<file path="src/rtl/id_ex_stage.sv">
// ID/EX pipeline register with load-use interlock, branch flush, memory-wait
// freeze, same-cycle WB bypass into the ID operands and saturating bubble/flush
// performance counters.
module id_ex_stage #(
  parameter int XLEN   = 32,
  parameter int CTRL_W = 12,
  parameter int CNT_W  = 16
) (
  input  logic              clk,
  input  logic              reset_n,
  input  logic              valid_id,
  input  logic [XLEN-1:0]   pc_id,
  input  logic [4:0]        rs1_id,
  input  logic [4:0]        rs2_id,
  input  logic [4:0]        rd_id,
  input  logic              use_rs1_id,
  input  logic              use_rs2_id,
  input  logic [XLEN-1:0]   rs1_data_id,
  input  logic [XLEN-1:0]   rs2_data_id,
  input  logic [XLEN-1:0]   imm_id,
  input  logic [CTRL_W-1:0] ctrl_id,
  input  logic              regwen_id,
  input  logic              memread_id,
  input  logic              memwen_id,
  input  logic [4:0]        rd_wb,
  input  logic              regwen_wb,
  input  logic [XLEN-1:0]   wdata_wb,
  input  logic              branch_taken_ex,
  input  logic              mem_wait,
  output logic              stall_if,
  output logic              flush_if_id,
  output logic              valid_ex,
  output logic [XLEN-1:0]   pc_ex,
  output logic [4:0]        rs1_ex,
  output logic [4:0]        rs2_ex,
  output logic [4:0]        rd_ex,
  output logic [XLEN-1:0]   rs1_data_ex,
  output logic [XLEN-1:0]   rs2_data_ex,
  output logic [XLEN-1:0]   imm_ex,
  output logic [CTRL_W-1:0] ctrl_ex,
  output logic              regwen_ex,
  output logic              memread_ex,
  output logic              memwen_ex,
  output logic [CNT_W-1:0]  bubble_cnt,
  output logic [CNT_W-1:0]  flush_cnt
);

  typedef enum logic [1:0] {ST_RUN, ST_STALL, ST_FROZEN} state_e;

  state_e            r_state, w_state_nxt;
  logic              r_valid, r_regwen, r_memread, r_memwen;
  logic [XLEN-1:0]   r_pc, r_rs1_data, r_rs2_data, r_imm;
  logic [4:0]        r_rs1, r_rs2, r_rd;
  logic [CTRL_W-1:0] r_ctrl;
  logic [CNT_W-1:0]  r_bubble_cnt, r_flush_cnt;

  logic w_hazard, w_load_use, w_flush, w_load_id, w_bubble;
  logic w_byp_rs1, w_byp_rs2;

  // Hazard detection, action priority (freeze > flush > load-use > run) and next state.
  // NOTE: every always_comb output gets a default first so no path leaves it unassigned (no latch).
  always_comb begin
    w_state_nxt = ST_RUN;
    w_hazard    = r_valid & r_memread & (r_rd != 5'd0) & valid_id &
                  ((use_rs1_id & (rs1_id == r_rd)) | (use_rs2_id & (rs2_id == r_rd)));
    // The bubble inserted on entering STALL already clears the hazard; the
    // state gate just makes the one-cycle STALL explicit.
    w_load_use  = ~mem_wait & ~branch_taken_ex & w_hazard & (r_state != ST_STALL);
    w_flush     = ~mem_wait & branch_taken_ex;
    w_bubble    = w_flush | w_load_use;
    w_load_id   = ~mem_wait & ~w_bubble;
    stall_if    = mem_wait | w_load_use;
    flush_if_id = w_flush;
    if (mem_wait)        w_state_nxt = ST_FROZEN;
    else if (w_load_use) w_state_nxt = ST_STALL;
    w_byp_rs1   = regwen_wb & (rd_wb != 5'd0) & (rd_wb == rs1_id);
    w_byp_rs2   = regwen_wb & (rd_wb != 5'd0) & (rd_wb == rs2_id);
  end

  // FSM state register.
  // NOTE: sequential state uses non-blocking (<=) so every flop samples pre-edge values.
  always_ff @(posedge clk or negedge reset_n) begin
    if (!reset_n) r_state <= ST_RUN;
    else          r_state <= w_state_nxt;
  end

  // EX register bundle: load from ID, load a bubble, or hold while frozen.
  always_ff @(posedge clk or negedge reset_n) begin
    if (!reset_n) begin
      r_valid    <= 1'b0;
      r_pc       <= '0;
      r_rs1      <= '0;
      r_rs2      <= '0;
      r_rd       <= '0;
      r_rs1_data <= '0;
      r_rs2_data <= '0;
      r_imm      <= '0;
      r_ctrl     <= '0;
      r_regwen   <= 1'b0;
      r_memread  <= 1'b0;
      r_memwen   <= 1'b0;
    end else if (w_load_id) begin
      r_valid    <= valid_id;
      r_pc       <= pc_id;
      r_rs1      <= rs1_id;
      r_rs2      <= rs2_id;
      r_rd       <= rd_id;
      r_rs1_data <= w_byp_rs1 ? wdata_wb : rs1_data_id;
      r_rs2_data <= w_byp_rs2 ? wdata_wb : rs2_data_id;
      r_imm      <= imm_id;
      r_ctrl     <= ctrl_id;
      // x0 is never marked as written, so forwarding can never match it.
      r_regwen   <= regwen_id & valid_id & (rd_id != 5'd0);
      r_memread  <= memread_id;
      r_memwen   <= memwen_id;
    end else if (w_bubble) begin
      // Only the fields that carry side effects are cleared; the rest are don't-care.
      r_valid    <= 1'b0;
      r_ctrl     <= '0;
      r_regwen   <= 1'b0;
      r_memread  <= 1'b0;
      r_memwen   <= 1'b0;
    end
  end

  // Saturating performance counters; they hold during a freeze by construction.
  always_ff @(posedge clk or negedge reset_n) begin
    if (!reset_n) begin
      r_bubble_cnt <= '0;
      r_flush_cnt  <= '0;
    end else begin
      if (w_load_use && !(&r_bubble_cnt)) r_bubble_cnt <= r_bubble_cnt + CNT_W'(1);
      if (w_flush && !(&r_flush_cnt))     r_flush_cnt  <= r_flush_cnt + CNT_W'(1);
    end
  end

  assign valid_ex    = r_valid;
  assign pc_ex       = r_pc;
  assign rs1_ex      = r_rs1;
  assign rs2_ex      = r_rs2;
  assign rd_ex       = r_rd;
  assign rs1_data_ex = r_rs1_data;
  assign rs2_data_ex = r_rs2_data;
  assign imm_ex      = r_imm;
  assign ctrl_ex     = r_ctrl;
  assign regwen_ex   = r_regwen;
  assign memread_ex  = r_memread;
  assign memwen_ex   = r_memwen;
  assign bubble_cnt  = r_bubble_cnt;
  assign flush_cnt   = r_flush_cnt;

endmodule

</file>
<file path="config.mk">
export PLATFORM = sky130hd
export DESIGN_NAME = id_ex_stage
export DESIGN_NICKNAME = d
export VERILOG_FILES = /design/src/rtl/id_ex_stage.sv
export SDC_FILE = /design/constraint.sdc
export NUM_CORES = 1
export LEC_CHECK = 0
export CAP_MARGIN = 5
export CORE_AREA = 4 4 153 155
export DETAILED_ROUTE_END_ITERATION = 10
export DIE_AREA = 0 0 157 159
export DONT_BUFFER_PORTS = 1
export GPL_TIMING_DRIVEN = 0
export PLACE_DENSITY = 0.63
export SLEW_MARGIN = 20
export SYNTH_ARGS = -nofsm -noshare
export SYNTH_HDL_FRONTEND = slang
export SYNTH_SLANG_ARGS = --single-unit
</file>
<file path="constraint.sdc">
create_clock -name clk -period 3.35 [get_ports clk]
set_clock_uncertainty 0.2 [all_clocks]
set_input_delay 0.5025 -clock clk [delete_from_list [all_inputs] [get_ports clk]]
set_output_delay 0.5025 -clock clk [all_outputs]
set_load 0.05 [all_outputs]
</file>
==> summary.md, run 1 <==
| Metric | Value |
|---|---|
| Met1 Use GR | 0.2051 |
| HPWL Detailed | 18090 microns |
| Worst Setup End Kind | primary output |
| Fill count | 1856 |
| Post-route ant nets | 0 |
| Buf+Inv Stages, Crit Path | 0 |
| Finish-stage setup viols | 0 |
| Sink Count | 193 |
| CTS Buf Count | 17 |
| TritonCTS clock tree | built |
| Setup crit start | memread_ex$_DFFE_PN0P_ |
| Worst skew pair latency | 0.42 ns |
| GR Util All Layers | 0.1878 |
| GPL Wtd Cong | 0.8362 |
| Fin Hold WS | -0.4343 ns |
| Global-route wire length before repair | 36020 microns |
| Core ar. | 0.02182 sq mm |
| Crit path max-delay family | simple AND/OR/NAND/NOR gates |
| CTS root buffer | clkbuf_16 |
| Total die area | 0.02496 sq mm |
| Min Tclk post-route | 3.146 ns |
| CP Max Fanout | 5 |
| RR Startpoint | rd_ex[1]$_DFFE_PN0P_ |
| Detail-routed via count per cell | 5.330 |
| Via Count | 5266 |
| I/O Buffers | 0 |
| Die X | 157 microns |
| Max H-tree Level | 4 |
| Layout cells sized above 1 | 0.2345 |
| Routed WL | 24000 microns |
| Max-slew headroom | 0.3837 |
| Endpoint of the worst setup timing path | stall_if |
| Most common cell after layout, fill and taps aside | dfrtp_1 |
| Slew @ Worst Pin | 0.9189 ns |
| Mapped Cells | 599 |
| Synth area leader | dfrtp_1 |
| Violations in the final reports | hold timing |
| Synthesized net count | 804 |
| Layout Nets | 900 |
| Max-slew violations | 0 |
| Area share of the largest cell type after synthesis | 0.5639 |
| Number of max-cap violations | 0 |
| Yosys reg bits | 193 |
| First DRT Iteration DRCs | 224 |
| LEAKAGE | 4.232 nW |
| Top Usage Layer GRT | met2 |
| Arrival @ worst endpoint | 2.44 ns |
| Final core utilization | 0.4731 |
| R2R Setup Slk | 0.35 ns |
| Die Y | 159 microns |
| N_diodes | 0 |
| Gr ovfl total | 0 |
| Worst R2R Path Depth | 7 |
| Worst Hold Class | primary input to asynchronous set/reset pin |
| Number of remaining DRC errors | 0 |
| Largest net degree at the start of global routing | 194 |
| PD cells | 648.0 mW/mm^2 |
| Multi-input logic area | 0.003516 sq mm |
| Synth cell types | 38 |
| Fmax achieved | 317.9 MHz |
| Area growth syn-to-layout | 20.54% |
| Area contributors post-synth | dfrtp_1 56%, mux2_1 14%, mux2_2 14% |
| CTS max path bufs | 2 |
| Avg WL per Cell | 24.29 microns |
| GR Util met3 | 0.06469 |
| Setup crit start kind | flip-flop |
| Worst endpoint required time | 2.65 ns |
| # IOs | 396 |
| CP Class | flip-flop to primary output |
| Period utilisation layout | 0.9391 |
| Rows | 54 |
| Cell Area, Synth | 0.008564 sq mm |
| Most frequent cells in the layout | 188 x dfrtp_1, 106 x mux2_1, 104 x mux2_2, 76 x dlygate4sd3_1, 40 x xnor2_1 |
| Initial DRT Pass Iterations | 4 |
| Seq. cell area | 0.004836 sq mm |
| Clock slew at reported path FFs | 0.08 ns |
| Worst path slowest cell | dfrtp_1 |
| Worst path depth | 4 |
| Antenna violations before repair | 0 |
| Cell Chain, Critical Path | o2111ai_1 -> nor2_2 -> nand2_1 -> nand2b_1 |
| Register area share after synthesis | 0.5639 |
| Synth warn | 0 |
| Max incr delay on CP | 0.72 ns |
| Post-CTS setup buffer count | 0 |
| Max VDD drop | 0.3051 mV |
| Met2 Track Usage GR | 0.3355 |
| Outcome | complete, but fails checks |
| RSZ-0062 raised after global routing | no |
| RR Endpoint | rs2_data_ex[12]$_DFFE_PN0P_ |
| Initial Util | 0.3924 |
| Number of global-route vias before repair | 5917 |
| Syn Area/Cell | 14.30 sq um |
| Final hold violation count | 193 |
-- kinds of logic (layout without fill, tap and decap cells) --
logic type,count (synthesis),in the layout,share of synthesized area
mux,210,210,0.2761
buf+inv,34,143,0.02805
xor+xnor,47,47,0.04806
fa+ha+maj,2,2,0.002921
compound gates,25,25,0.02455
simple gates,88,88,0.05639
flops,193,193,0.5639
-- worst reg2reg max path, stage by stage (launching register included) --
cell	delay, ns
dfrtp_2	0.55
or4_1	0.58
nor2_2	0.23
nor2_2	0.13
a211oi_4	0.39
buf_8	0.23
clkbuf_8	0.22
mux2_1	0.35
-- sequential cells by signal (all words and copies together), names as in the netlist --
name,count
imm_ex,32
pc_ex,32
rs1_data_ex,32
rs2_data_ex,32
bubble_cnt,16
flush_cnt,16
ctrl_ex,12
rd_ex,5
rs1_ex,5
rs2_ex,5
r_state,2
memread_ex,1
memwen_ex,1
regwen_ex,1
valid_ex,1
-- report_power, final --
part	leakage, nW	switching (W)	internal (W)	total [W]
clock	0.300	0.000988	0.00110	0.00209
combinational	1.59	0.000205	0.000357	0.000562
sequential	2.34	0.00142	0.00262	0.00404
total	4.23	0.00262	0.00407	0.00669
-- per-stage QoR --
stage / total power (W) / setup slack [ns] / cell area (sq um) / setup TNS [ns] / cells
after floorplan: 0.004381 / 0.6155 / 8564 / 0 / 599
after global placement: 0.004553 / -0.3734 / 8915 / -10.54 / 879
after detailed placement: 0.004587 / 0.1557 / 8932 / 0 / 880
after CTS: 0.006748 / 0.01606 / 10270 / 0 / 983
after global routing: 0.006940 / 0.04995 / 10320 / 0 / 988
final: 0.006690 / 0.2040 / 10320 / 0 / 988
-- worst min-delay path by stage --
stage	start	endpoint	slack [ns]	cells past startpoint
after CTS	reset_n	pc_ex[0]$_DFFE_PN0P_	-0.46	0
after detailed placement	reset_n	pc_ex[0]$_DFFE_PN0P_	0.01	0
after global routing	reset_n	pc_ex[1]$_DFFE_PN0P_	-0.47	0
final	reset_n	pc_ex[1]$_DFFE_PN0P_	-0.43	0
after floorplan	reset_n	bubble_cnt[0]$_DFFE_PN0P_	0.007	0
after global placement	reset_n	pc_ex[1]$_DFFE_PN0P_	0.01	0
-- layer usage --
layer / wire length [microns] / vias to the layer above
met5: 0 / -
met4: 611 / 0
met3: 2208 / 32
met2: 12570 / 249
met1: 8608 / 2636
li1: - / 2349
-- synthesized netlist by cell type --
cell,n
buf_4,1
nand4_1,20
or4_1,4
o21a_1,1
nor3_1,6
mux2_1,106
xnor2_1,40
mux2_2,104
a211oi_1,1
buf_8,1
clkbuf_1,10
dfrtp_1,193
buf_6,11
xor2_1,7
a22o_1,15
clkbuf_8,1
o2111ai_1,1
a211oi_4,1
o22ai_1,1
nor4_1,3
a31oi_1,1
inv_1,6
nor4bb_1,1
ha_1,2
and3_1,8
buf_2,4
a21oi_1,1
o211ai_1,1
nand2b_1,3
and4b_1,1
nor3b_1,1
o21ai_0,2
and2_1,1
nor2_1,8
nor2_2,1
nand2_1,13
nand3_1,17
or2_2,1
-- cell type report --
class | count | area share
buffer | 28 | 0.02109
clock buffer | 19 | 0.04290
clock inverter | 13 | 0.01673
inverter | 6 | 0.002182
multi-input combinational | 372 | 0.3406
sequential | 193 | 0.4684
tap | 280 | 0.03394
timing repair buffer | 77 | 0.07417
-- repair_timing --
| action | 4_1_cts | 5_1_grt |
|---|---|---|
| hold buffers | 71 | 5 |
| hold endpoints to repair | 264 | 198 |
| resized for setup | 2 | 5 |
| setup endpoints to repair | 1 | 1 |
(Power assumes the default switching activity.)
==> run 2, diff against run 1 <==
--- a/config.mk
+++ b/config.mk
@@ -7,6 +7,7 @@
 export LEC_CHECK = 0
 export CAP_MARGIN = 5
 export CORE_AREA = 4 4 153 155
+export CTS_CLUSTER_SIZE = 30
 export DETAILED_ROUTE_END_ITERATION = 10
 export DIE_AREA = 0 0 157 159
 export DONT_BUFFER_PORTS = 1
==> results of run 2 <==
No change in the layout: final DEF, timing and power equal those of run 1.
